`src/rtl/bf16_pkg.sv`:
```
// Shared bf16 definitions for the bf16 <-> fixed-point converters.
// Holds format constants, the packed bf16 layout and the operand class enum.
package bf16_pkg;

  localparam int unsigned BF16_BIAS    = 127;
  localparam int unsigned BF16_EXP_W   = 8;
  localparam int unsigned BF16_MANT_W  = 7;
  localparam int unsigned BF16_EXP_MAX = 255;
  localparam int unsigned BF16_SIG_W   = BF16_MANT_W + 1;
  localparam int unsigned BF16_SH_W    = 10;

  typedef struct packed {
    logic                   sign;
    logic [BF16_EXP_W-1:0]  exp;
    logic [BF16_MANT_W-1:0] mant;
  } bf16_t;

  typedef enum logic [2:0] {
    CLS_ZERO,
    CLS_NORMAL,
    CLS_INF,
    CLS_NAN,
    CLS_OVF
  } bf16_class_e;

endpackage

```
`src/rtl/bf16_round_sat.sv`:
```
// Combinational round / saturate / negate datapath for the bf16 -> fixed converter.
// Ports:
//   cls_i  : operand class from the decode stage
//   sign_i : operand sign
//   sig_i  : significand {1, mant}
//   sh_i   : signed left-shift amount that aligns sig_i to the output LSB
//   data_o : two's-complement fixed-point result (OUT_W bits)
//   sat_o  : result was clamped
//   nan_o  : operand was NaN (data_o is 0)
module bf16_round_sat
  import bf16_pkg::*;
#(
  parameter int unsigned OUT_W = 18
) (
  input  bf16_class_e                   cls_i,
  input  logic                          sign_i,
  input  logic [BF16_SIG_W-1:0]         sig_i,
  input  logic signed [BF16_SH_W-1:0]   sh_i,
  output logic [OUT_W-1:0]              data_o,
  output logic                          sat_o,
  output logic                          nan_o
);

  localparam int unsigned MAG_W = OUT_W + 1;
  localparam logic [MAG_W-1:0] POS_LIM   = MAG_W'(2 ** (OUT_W - 1) - 1);
  localparam logic [MAG_W-1:0] NEG_LIM   = MAG_W'(2 ** (OUT_W - 1));
  localparam logic [OUT_W-1:0] POS_CLAMP = {1'b0, {(OUT_W - 1){1'b1}}};
  localparam logic [OUT_W-1:0] NEG_CLAMP = {1'b1, {(OUT_W - 1){1'b0}}};

  logic [MAG_W-1:0]        mag;
  logic [3:0]              rsh;
  logic [2*BF16_SIG_W-1:0] shifted;
  logic                    round_up;

  // Magnitude: left shift, or right shift with round-to-nearest-even.
  // sig is placed above an 8-bit fraction so guard/sticky fall out of one shift.
  always_comb begin
    mag      = '0;
    rsh      = '0;
    shifted  = '0;
    round_up = 1'b0;
    if (!sh_i[BF16_SH_W-1]) begin
      mag = MAG_W'(sig_i) << $unsigned(sh_i);
    end else if (sh_i >= -10'sd9) begin
      rsh      = 4'(-sh_i);
      shifted  = {sig_i, {BF16_SIG_W{1'b0}}} >> rsh;
      round_up = shifted[BF16_SIG_W-1] &&
                 ((|shifted[BF16_SIG_W-2:0]) || shifted[BF16_SIG_W]);
      mag      = MAG_W'(shifted[2*BF16_SIG_W-1:BF16_SIG_W]) + MAG_W'(round_up);
    end
  end

  // Class handling; saturation is judged on the magnitude before negation.
  always_comb begin
    data_o = '0;
    sat_o  = 1'b0;
    nan_o  = 1'b0;
    case (cls_i)
      CLS_NAN: nan_o = 1'b1;
      CLS_INF, CLS_OVF: begin
        sat_o  = 1'b1;
        data_o = sign_i ? NEG_CLAMP : POS_CLAMP;
      end
      CLS_NORMAL: begin
        if (sign_i) begin
          if (mag > NEG_LIM) begin
            sat_o  = 1'b1;
            data_o = NEG_CLAMP;
          end else begin
            data_o = OUT_W'(0) - mag[OUT_W-1:0];
          end
        end else begin
          if (mag > POS_LIM) begin
            sat_o  = 1'b1;
            data_o = POS_CLAMP;
          end else begin
            data_o = mag[OUT_W-1:0];
          end
        end
      end
      default: data_o = '0;
    endcase
  end

endmodule

```
`src/rtl/bf16_to_fixed_stream.sv`:
```
// Two-stage streaming bf16 -> signed fixed-point Q(OUT_W-FRAC_BITS).FRAC_BITS converter.
// Ports:
//   clk, rst_n            : clock, async active-low reset
//   in_valid/in_ready     : input handshake, in_bf16 is the operand
//   out_valid/out_ready   : output handshake
//   out_data/out_sat/out_nan : registered result and flags
//   clr_stats             : synchronous clear of sat_count (wins over increment)
//   sat_count             : saturating count of transferred outputs with out_sat=1
module bf16_to_fixed_stream
  import bf16_pkg::*;
#(
  parameter int unsigned OUT_W     = 18,
  parameter int unsigned FRAC_BITS = 8,
  parameter int unsigned CNT_W     = 16
) (
  input  logic             clk,
  input  logic             rst_n,
  input  logic             in_valid,
  output logic             in_ready,
  input  logic [15:0]      in_bf16,
  output logic             out_valid,
  input  logic             out_ready,
  output logic [OUT_W-1:0] out_data,
  output logic             out_sat,
  output logic             out_nan,
  input  logic             clr_stats,
  output logic [CNT_W-1:0] sat_count
);

  // Offset turning a biased exponent into the left shift of {1,mant}.
  localparam logic signed [BF16_SH_W-1:0] SH_OFS =
    BF16_SH_W'(FRAC_BITS) - BF16_SH_W'(BF16_BIAS + BF16_MANT_W);
  localparam logic signed [BF16_SH_W-1:0] SH_OVF = BF16_SH_W'(OUT_W - 8);

  bf16_t                        in_w;
  bf16_class_e                  cls_d, cls_q;
  logic signed [BF16_SH_W-1:0]  sh_d, sh_q;
  logic [BF16_SIG_W-1:0]        sig_d, sig_q;
  logic                         sign_q;
  logic                         s1_valid_q;
  logic                         s1_move, s1_load;

  logic                         out_valid_q, out_sat_q, out_nan_q;
  logic [OUT_W-1:0]             out_data_q;
  logic [OUT_W-1:0]             rs_data;
  logic                         rs_sat, rs_nan;
  logic [CNT_W-1:0]             sat_cnt_q;

  assign in_w     = bf16_t'(in_bf16);
  assign s1_move  = s1_valid_q && (!out_valid_q || out_ready);
  assign in_ready = !s1_valid_q || s1_move;
  assign s1_load  = in_valid && in_ready;

  // S1 decode: classify the operand and compute the alignment shift.
  always_comb begin
    sig_d = {1'b1, in_w.mant};
    sh_d  = $signed({2'b00, in_w.exp}) + SH_OFS;
    cls_d = CLS_NORMAL;
    if (in_w.exp == '0) begin
      cls_d = CLS_ZERO;
    end else if (in_w.exp == BF16_EXP_W'(BF16_EXP_MAX)) begin
      cls_d = (in_w.mant != '0) ? CLS_NAN : CLS_INF;
    end else if (sh_d > SH_OVF) begin
      cls_d = CLS_OVF;
    end
  end

  always_ff @(posedge clk or negedge rst_n) begin
    if (!rst_n) begin
      s1_valid_q <= 1'b0;
      cls_q      <= CLS_ZERO;
      sign_q     <= 1'b0;
      sig_q      <= '0;
      sh_q       <= '0;
    end else if (s1_load) begin
      s1_valid_q <= 1'b1;
      cls_q      <= cls_d;
      sign_q     <= in_w.sign;
      sig_q      <= sig_d;
      sh_q       <= sh_d;
    end else if (s1_move) begin
      s1_valid_q <= 1'b0;
    end
  end

  bf16_round_sat #(
    .OUT_W (OUT_W)
  ) u_round_sat (
    .cls_i  (cls_q),
    .sign_i (sign_q),
    .sig_i  (sig_q),
    .sh_i   (sh_q),
    .data_o (rs_data),
    .sat_o  (rs_sat),
    .nan_o  (rs_nan)
  );

  // S2 output register: loads when S1 advances, empties on a downstream accept.
  always_ff @(posedge clk or negedge rst_n) begin
    if (!rst_n) begin
      out_valid_q <= 1'b0;
      out_data_q  <= '0;
      out_sat_q   <= 1'b0;
      out_nan_q   <= 1'b0;
    end else if (s1_move) begin
      out_valid_q <= 1'b1;
      out_data_q  <= rs_data;
      out_sat_q   <= rs_sat;
      out_nan_q   <= rs_nan;
    end else if (out_ready) begin
      out_valid_q <= 1'b0;
    end
  end

  // Saturation statistics.
  always_ff @(posedge clk or negedge rst_n) begin
    if (!rst_n) begin
      sat_cnt_q <= '0;
    end else if (clr_stats) begin
      sat_cnt_q <= '0;
    end else if (out_valid_q && out_ready && out_sat_q && (sat_cnt_q != '1)) begin
      sat_cnt_q <= sat_cnt_q + CNT_W'(1);
    end
  end

  assign out_valid = out_valid_q;
  assign out_data  = out_data_q;
  assign out_sat   = out_sat_q;
  assign out_nan   = out_nan_q;
  assign sat_count = sat_cnt_q;

endmodule

```
`config.mk`:
```
export PLATFORM = sky130hd
export DESIGN_NAME = bf16_to_fixed_stream
export DESIGN_NICKNAME = d
export VERILOG_FILES = /design/src/rtl/bf16_pkg.sv /design/src/rtl/bf16_round_sat.sv /design/src/rtl/bf16_to_fixed_stream.sv
export SDC_FILE = /design/constraint.sdc
export NUM_CORES = 1
export LEC_CHECK = 0
export ABC_AREA = 1
export CAP_MARGIN = 5
export CORE_MARGIN = 3
export CORE_UTILIZATION = 52
export DETAILED_ROUTE_END_ITERATION = 12
export GPL_ROUTABILITY_DRIVEN = 0
export PLACE_DENSITY = 0.85
export SYNTH_ARGS = -nofsm -noshare
export SYNTH_HDL_FRONTEND = slang
export SYNTH_SLANG_ARGS = --single-unit
```
`constraint.sdc`:
```
create_clock -name clk -period 3.4 [get_ports clk]
set_clock_uncertainty 0.1 [all_clocks]
set_input_delay 0.34 -clock clk [delete_from_list [all_inputs] [get_ports clk]]
set_output_delay 0.34 -clock clk [all_outputs]
set_load 0.01 [all_outputs]
```
# Word level (Yosys, flattened, before mapping)
# Cells that the tools add are included.
[classes]
n_reduce_logical = 18
n_addsub = 5
n_eq_ne = 6
n_lt_le_gt_ge = 4
shift = 2
n_mux = 22
[ops]
columns = ["operator", "n"]
rows = [
  ["two-way mux 18 bit", 4],
  ["two-way mux 19 bit", 2],
  ["case mux 18 bit (2 select lines)", 1],
  ["two-way mux 16 bit", 2],
  ["> comparator 19 x 17 -> 1 bit (second input constant)", 1],
  ["> comparator 19 x 18 -> 1 bit (second input constant)", 1],
  ["<< shifter 8 x 10 -> 19 bit", 1],
  ["subtractor 1 x 18 -> 18 bit (first input constant)", 1],
  ["adder 16 x 1 -> 16 bit (second input constant)", 1],
  ["!= test 16 bit (second input constant)", 1],
  [">> shifter 16 x 4 -> 16 bit", 1],
  ["adder 9 x 8 -> 10 bit (second input constant)", 1],
  ["greater-or-equal comparator 10 x 5 -> 1 bit (second input constant)", 1],
  ["> comparator 10 x 5 -> 1 bit (second input constant)", 1],
  ["adder 8 x 1 -> 9 bit", 1],
  ["two-way mux 1 bit", 9],
  ["two-way mux 3 bit", 3],
  ["equality test 8 bit (second input constant)", 1],
  ["logical NOT 8 bit", 1],
  ["nonzero test 7 bit", 1],
  ["OR reduction 7 bit", 1],
  ["equality test 3 x 2 -> 1 bit (second input constant)", 2],
  ["logical AND 1 bit", 6],
  ["nonzero test 2 bit", 3],
  ["7 further kinds", 10],
]
[word_totals]
word_cells = 67
reg_bits = 60
out_inout_bits = 38

# Longest topological paths before layout
[logic_depth]
ltp_word = 12
ltp_mapped = 31
depth_no_buf = 28

# Cells and area by module
# A second synthesis with hierarchy kept.
[hier_totals]
cells_unflattened = 807
hier_area_um2 = 5212.5
[by_module_without_submodules]
columns = ["module", "area_each_um2", "seq_area_each_um2", "instances", "cells_each"]
rows = [
  ["bf16_to_fixed_stream", 2886.5, 1501.4, 1, 326],
  ["bf16_round_sat", 2326.0, 0.0, 1, 481],
]

# Worst setup path after synthesis
# No wires, ideal clock.
[synth_timing]
path_kind = "register to register"
startpoint = "register sh_q[1]"
endpoint = "register out_data_q[14], in the netlist out_data[14]"
path_stages_with_launch = 25
slack_ns = -0.029
t_required_ns = 3.184
t_arrival_ns = 3.213
path_buffers = 2
path_cell_list = "dfrtp_1 clkinv_1 ha_1 buf_4 inv_2 buf_6 nand2_1 nand3_1 o21ai_1 nand2_1 nor2_4 ha_1 nand2_1 o21ai_1 inv_1 ha_1 nand2_1 nor2_8 nand3_4 inv_2 nand3_1 o211ai_1 nand2_1 nand2_1 nand2_1"
[synth_via]
elab_chain_cells = 12
[synth_lines]
columns = ["element", "line", "source"]
rows = [
  ["start: declaration", "bf16_to_fixed_stream.sv:37", "logic signed [BF16_SH_W-1:0] sh_d, sh_q;"],
  ["start signal: assignment", "bf16_to_fixed_stream.sv:74", "sh_q <= '0;"],
  ["start signal: assignment", "bf16_to_fixed_stream.sv:80", "sh_q <= sh_d;"],
  ["negator 4 bit", "bf16_round_sat.sv:45", "rsh = 4'(-sh_i);"],
  [">> shifter 16 x 4 -> 16 bit", "bf16_round_sat.sv:46", "shifted = {sig_i, {BF16_SIG_W{1'b0}}} >> rsh;"],
  ["OR reduction 7 bit", "bf16_round_sat.sv:48", "((|shifted[BF16_SIG_W-2:0]) || shifted[BF16_SIG_W]);"],
  ["logical OR 1 bit", "bf16_round_sat.sv:48", ""],
  ["logical AND 1 bit", "bf16_round_sat.sv:47", "round_up = shifted[BF16_SIG_W-1] &&"],
  ["adder 8 x 1 -> 9 bit", "bf16_round_sat.sv:49", "mag = MAG_W'(shifted[2*BF16_SIG_W-1:BF16_SIG_W]) + MAG_W'(round_up);"],
  ["two-way mux 19 bit", "bf16_round_sat.sv:44", "end else if (sh_i >= -10'sd9) begin"],
  ["two-way mux 19 bit (*)", "bf16_round_sat.sv:42", "if (!sh_i[BF16_SH_W-1]) begin"],
  ["subtractor 1 x 18 -> 18 bit (tied with other cells)", "bf16_round_sat.sv:70", "data_o = OUT_W'(0) - mag[OUT_W-1:0];"],
  ["two-way mux 18 bit (on tied branches)", "bf16_round_sat.sv:66, bf16_round_sat.sv:73", ""],
  ["two-way mux 18 bit (*)", "bf16_round_sat.sv:65", "if (sign_i) begin"],
  ["case mux 18 bit (2 select lines) (*)", "bf16_round_sat.sv:58", "case (cls_i)"],
  ["end signal: assignment", "bf16_to_fixed_stream.sv:107", "out_data_q <= rs_data;"],
  ["end: declaration", "bf16_to_fixed_stream.sv:44", "logic [OUT_W-1:0] out_data_q;"],
]
# Every way passes the cells marked *; elsewhere a longest branch is shown, timed or not.
# A chain may end at the register's enable or synchronous reset.

# Final worst setup path
[layout_timing]
startpoint = "register sh_q[1]"
endpoint = "register out_data_q[9], in the netlist out_data[9]"
# Same word-level chain as after synthesis.

==> impl_metrics.csv <==
group,metric,value,unit
critical_path,crit_cells,21,
finish,multiInputGateArea,0.00309,mm²
synth,synthFlopType,"dfrtp_1",
critical_path,worst_path_dominant_cell_family,"simple AND/OR/NAND/NOR gates",
place,place_inst,932,
critical_path,crit_slowest_cell,"dfrtp_1",
timing,tightest_slew,1.13,ns
finish,diodes,0,
critical_path,worstPathCellList,"clkinv_2 -> ha_4 -> inv_4 -> nand3_1 -> nand2_1 -> o21ai_2 -> nand2_2 -> nor2_4 -> ha_4 -> nand2_1 -> o21ai_1 -> buf_4 -> nor2_1 -> nand3_1 -> nor2_4 -> nand2_2 -> o21ai_1 -> o21ai_1 -> nand2_1 -> nand2_1 -> a21oi_1",
finish,syn_to_final_growth,21.9,%
synth,syn_avg_cell_area,6.38,µm²
clock_tree,cts_sinks,60,
critical_path,worstReg2RegStart,"sh_q[1]$_DFFE_PN0P_",
critical_path,worstSetupPathType,"flop to flop",
clock_tree,htree_num_levels,3,
critical_path,cpPeakStageDelay,0.38,ns
clock_tree,cts_tree,"yes",
critical_path,timing.critical_path.buf_inv,3,
power,fin_total_pwr,3090,µW
power,powerDensity,516,mW/mm²
timing,period_share,96.5,%
critical_path,crit_arrival,3.47,ns
finish,fill_cells,757,
detailed_routing,antenna_left,0,
synth,yosysUniqueCellTypes,42,
critical_path,worstPathRequired,3.59,ns
synth,ys_ff_latch,60,
finish,layout_common_cells,"236 x nand2_1, 83 x nand3_1, 71 x inv_1, 65 x nor2_1, 59 x dfrtp_1",
power,ir_worst_vdd,0.283,mV
synth,async_reset_ff_share,100,%
place,portBuffers,58,
floorplanning,num_rows,34,
critical_path,r2r.worst_path.cells,21,
critical_path,cp_max_fo,12,
place,dpl.hpwl,10.6,mm
clock_tree,clkTransAtPathRegs,0.07,ns
timing,finalHoldViolCount,0,
synth,ys_warn_count,0,
synth,netlist_area,0.00491,mm²
timing,fmax,305,MHz
synth,synth-edff-count,0,
finish,fin_area,0.00598,mm²
floorplanning,die_area,0.0106,mm²
global_route,grt_pass1_wl,23.3,mm
global_route,antenna_found_initial,0,
floorplanning,dieHeight,103,µm
status,status,"finished clean",
detailed_routing,firstDrtPassIters,7,
clock_tree,hold_buffers,0,
global_route,grt_max_degree,49,
detailed_routing,totalWireLength,14.3,mm
detailed_routing,drt-initial-drc-count,627,
global_route,grt_pass1_vias,5320,
place,pre_cts_ws,0.0199,ns
global_route,grt_usage,27.2,%
timing,slew-limit-headroom,24.5,%
floorplanning,core,0.00893,mm²
critical_path,worstSetupStartpointType,"flop",
finish,layout_commonest_cell,"nand2_1",
floorplanning,start_util,54.9,%
synth,seq_area_frac_synth,30.6,%
synth,syn-num-nets,797,
detailed_routing,via_per_inst,5.91,
critical_path,cp_common_cell,"nand2_1",
clock_tree,numCtsBuffers,9,
critical_path,crit_start,"sh_q[1]$_DFFE_PN0P_",
synth,syn_inst,769,
global_route,overflow,0,
finish,layout-drive-gt1-share,12.9,%
clock_tree,insertion_delay,0.36,ns
place,place_area,0.00564,mm²
detailed_routing,vias,5612,
timing,fin_ws,0.121,ns
timing,fin_crit,3.28,ns
detailed_routing,wire_per_inst,15.1,µm
clock_tree,cts_max_path_buffers,2,
finish,nNetsFinal,866,
critical_path,critPathCaptureType,"flop",
floorplanning,ios,59,
run,drv_cap,0,
finish,ff_latch_area,0.00150,mm²
hold_path,hp-class,"input port to async pin",
timing,setup_viol,0,
power,p_leak,0.00293,µW
finish,final_cells,950,
clock_tree,clock-root-buffer,"clkbuf_8",
detailed_routing,route.detailed.drc,0,
floorplanning,fp.dieW,103,µm
timing,drv_slew,0,
[per-stage QoR]
step | hold slack [ns] | utilization [%] | setup TNS, ns
after floorplan | -0.0556 | - | 0
after global placement | 0.368 | 63.1 | 0
after detailed placement | 0.366 | 63.1 | 0
after CTS | 0.142 | 65.1 | 0
after global routing | 0.183 | 67.0 | -0.288
final | 0.0978 | 67.0 | 0
[power by group]
group	switching [µW]	internal (µW)
sequential	112	834
combinational	922	582
clock	306	332
[sequential cells by signal, summed over array words and instances (netlist names)]
name / cells
sig_q: 8
s1_valid_q: 1
out_sat: 1
sat_count: 16
cls_q: 3
sign_q: 1
sh_q: 10
out_valid: 1
out_nan: 1
out_data: 18
[synth_stat cells (12+ instances only)]
| cell type | instances | area, µm² |
|---|---|---|
| inv_1 | 72 | 270 |
| a21oi_1 | 39 | 195 |
| nand2_1 | 242 | 908 |
| inv_2 | 12 | 45.0 |
| dfrtp_1 | 60 | 1500 |
| o21ai_0 | 45 | 225 |
| o21ai_1 | 13 | 65.1 |
| nor3_1 | 16 | 80.1 |
| nor2_1 | 67 | 251 |
| nand4_1 | 17 | 106 |
| nand3_1 | 88 | 440 |
[cell families after synthesis]
group / count (synthesis) / share of synthesized area (%)
and+or+nand+nor: 469 / 43.6
AOI/OAI and AO/OA: 116 / 13.0
buffers and inverters: 107 / 9.08
DFF: 60 / 30.6
xor gates and xnor gates: 10 / 1.94
adders and majority gates: 7 / 1.78
[what timing repair did]
item / CTS / global route
pin swaps: 0 / 8
buffers inserted: 0 / 3
resized for setup: 1 / 29
endpoints found under the setup margin: 1 / 19
[layout make-up]
class	instances	share of cell area (%)
Multi-Input combinational cell	602	51.6
Sequential cell	60	25.1
Timing Repair Buffer	80	12.6
Inverter	85	5.44
Tap cell	108	2.26
Clock buffer	10	2.13
Clock inverter	5	0.899
[worst paths after layout]
kind	endpoint	slack, ns
hold / removal	sat_count[15]$_DFFE_PN0P_	0.1
max in group asynchronous	sh_q[2]$_DFFE_PN0P_	2.30
min in group clk	out_data[13]$_DFFE_PN0P_	0.38
setup reg to reg	out_data[9]$_DFFE_PN0P_	0.12
hold reg to reg	out_data[13]$_DFFE_PN0P_	0.38
setup / recovery	out_data[9]$_DFFE_PN0P_	0.12
[layer usage]
metal	global-route usage [%]	up-vias	wire, µm
met5	0	-	0
met4	11.0	0	431
met3	5.41	66	1140
met2	46.6	296	7020
met1	33.4	2589	5750
li1	-	2661	-
[worst reg2reg max path: stages, from the launching register on]
cell and delay (ns):
dfrtp_1 0.38, clkinv_2 0.09, ha_4 0.31, inv_4 0.07, nand3_1 0.08, nand2_1 0.08
o21ai_2 0.17, nand2_2 0.08, nor2_4 0.15, ha_4 0.21, nand2_1 0.06, o21ai_1 0.08
buf_4 0.16, nor2_1 0.13, nand3_1 0.20, nor2_4 0.25, nand2_2 0.11, o21ai_1 0.13
o21ai_1 0.10, nand2_1 0.07, nand2_1 0.07, a21oi_1 0.13
(Power assumes the default switching activity.)
==> edit, RTL diff (same settings) <==
Set the package constant `BF16_MANT_W` to 8 (it was 7).
--- a/src/rtl/bf16_pkg.sv
+++ b/src/rtl/bf16_pkg.sv
@@ -4,7 +4,7 @@
 
   localparam int unsigned BF16_BIAS    = 127;
   localparam int unsigned BF16_EXP_W   = 8;
-  localparam int unsigned BF16_MANT_W  = 7;
+  localparam int unsigned BF16_MANT_W  = 8;
   localparam int unsigned BF16_EXP_MAX = 255;
   localparam int unsigned BF16_SIG_W   = BF16_MANT_W + 1;
   localparam int unsigned BF16_SH_W    = 10;
Behaviour: not the same (a bounded check fails within 4 cycles, from zero or initial values and one cycle with rst_n low).
==> edit against the unedited design <==
Wire length down 26%. Worst setup slack improved by 230 ps. Final area down 16%. Count of clock-buffer cells in the layout did not move. Power decreased by 16%. Core utilization decreased by 2.2 points. Synthesized area is 14% lower. Sequential cell count unchanged. Non-clock buffer count fell by 17. Die area decreased by 13%.
==> edit: results (changes against the unedited design) <==
| Metric | Value |
|---|---|
| Status | finished clean (unchanged) |
| Synth Area in Adders | 0.0207 (was 0.0178) |
| Clock Tree Root | clkbuf_8 (unchanged) |
| Post-route insts no fill | 795 (was 950) |
| CP arrival | 3180 ps (was 3470 ps) |
| Post-synth top cells | nand2_1, nand3_1, inv_1 (unchanged) |
| R2R setup slack | 350 ps (was 120 ps) |
| RR Endpoint | out_data[4]$_DFFE_PN0P_ (was out_data[9]$_DFFE_PN0P_) |
| Post-Syn Nets | 662 (was 797) |
| Pre-CTS setup slack | 360 ps (was 19.9 ps) |
| HPWL Detailed | 8110 um (was 10600 um) |
| Vias in the first global route | 4062 (was 5320) |
| Placed insts | 778 (was 932) |
| FF-to-FF path depth | 16 (was 21) |
| Xor/xnor share of the synthesized area | 0.0162 (was 0.0194) |
| Share of layout cells above drive strength 1 | 0.0750 (was 0.129) |
| R2r startpoint | sh_q[1]$_DFFE_PN0P_ (unchanged) |
| Max IR drop VDD | 209 uV (was 283 uV) |
| Final wirelength | 10600 um (was 14300 um) |
| Gr usage total | 0.238 (was 0.272) |
| Drt pass-1 iters | 5 (was 7) |
| Crit-path max cell delay | 490 ps (was 380 ps) |
| Leakage | 0.00244 uW (was 0.00293 uW) |
| Critical-path top delay cell | dfrtp_2 (was dfrtp_1) |
| Global-route wire length before repair | 17700 um (was 23300 um) |
| Compound-cell area share of the yosys netlist | 0.118 (was 0.130) |
| Met1 usage | 0.300 (was 0.334) |
| Dominant synthesized flop cell | dfrtp_1 (unchanged) |
| Sequential area share after synthesis | 0.354 (was 0.306) |
| Netlist cell types | 39 (was 42) |
| Met3 usage | 0.0430 (was 0.0541) |
| Final net count | 716 (was 866) |
| Top cells by area, synth | dfrtp_1, nand2_1, nand3_1 (unchanged) |
| Met2 usage | 0.401 (was 0.466) |
| Largest register FFs | 18 (unchanged) |
| Mapped Avg Cell Area | 6.69 um^2 (was 6.38 um^2) |
| Least-Margin Pin Slew | 672 ps (was 1130 ps) |
| Largest driver fanout on the critical path | 15 (was 12) |
| Post-DP Area | 4850 um^2 (was 5640 um^2) |
| First DRT Iteration DRCs | 368 (was 627) |
| Multiplexer area fraction after synthesis | 0 (unchanged) |
| Fmax | 328 MHz (was 305 MHz) |
| Hold slack | 266 ps (was 97.8 ps) |
| DR vias | 4399 (was 5612) |
| Largest net degree at the start of global routing | 53 (was 49) |
[edit: changes by cell type in the layout (fill, tap and decap cells not counted), sizes merged, moves of 9 or more]
cell,delta
nand3,-15
a21oi,-11
o21ai,-9
nor2,-27
buf,-18
inv,-10
nand2,-41
[edit: what timing repair did]
action                                  4_1_cts  5_1_grt
hold endpoints to repair                      8        0
setup buffers                                 0        0
resized for setup                             0        2
hold buffers                                  1        0
endpoints found under the setup margin        0        1
[edit: cell type report]
cell class / instances / area, um^2
fill: 700 / 2750
multi-input combinational: 481 / 2340
sequential: 60 / 1500
timing repair buffer: 63 / 616
inverter: 73 / 274
clock buffer: 10 / 128
tap: 102 / 128
clock inverter: 6 / 63.8
[edit: routing by layer]
layer,part of all wire,vias up
met5,0,-
met4,0.020,0
met3,0.068,29
met2,0.49,182
met1,0.42,2010
li1,-,2178
[edit: report_power, final]
group	total [uW]	internal [uW]	leakage, uW	switching (uW)
sequential	931	827	0.000778	104
combinational	1040	397	0.00157	644
clock	630	338	0.0000927	292
total	2600	1560	0.00244	1040
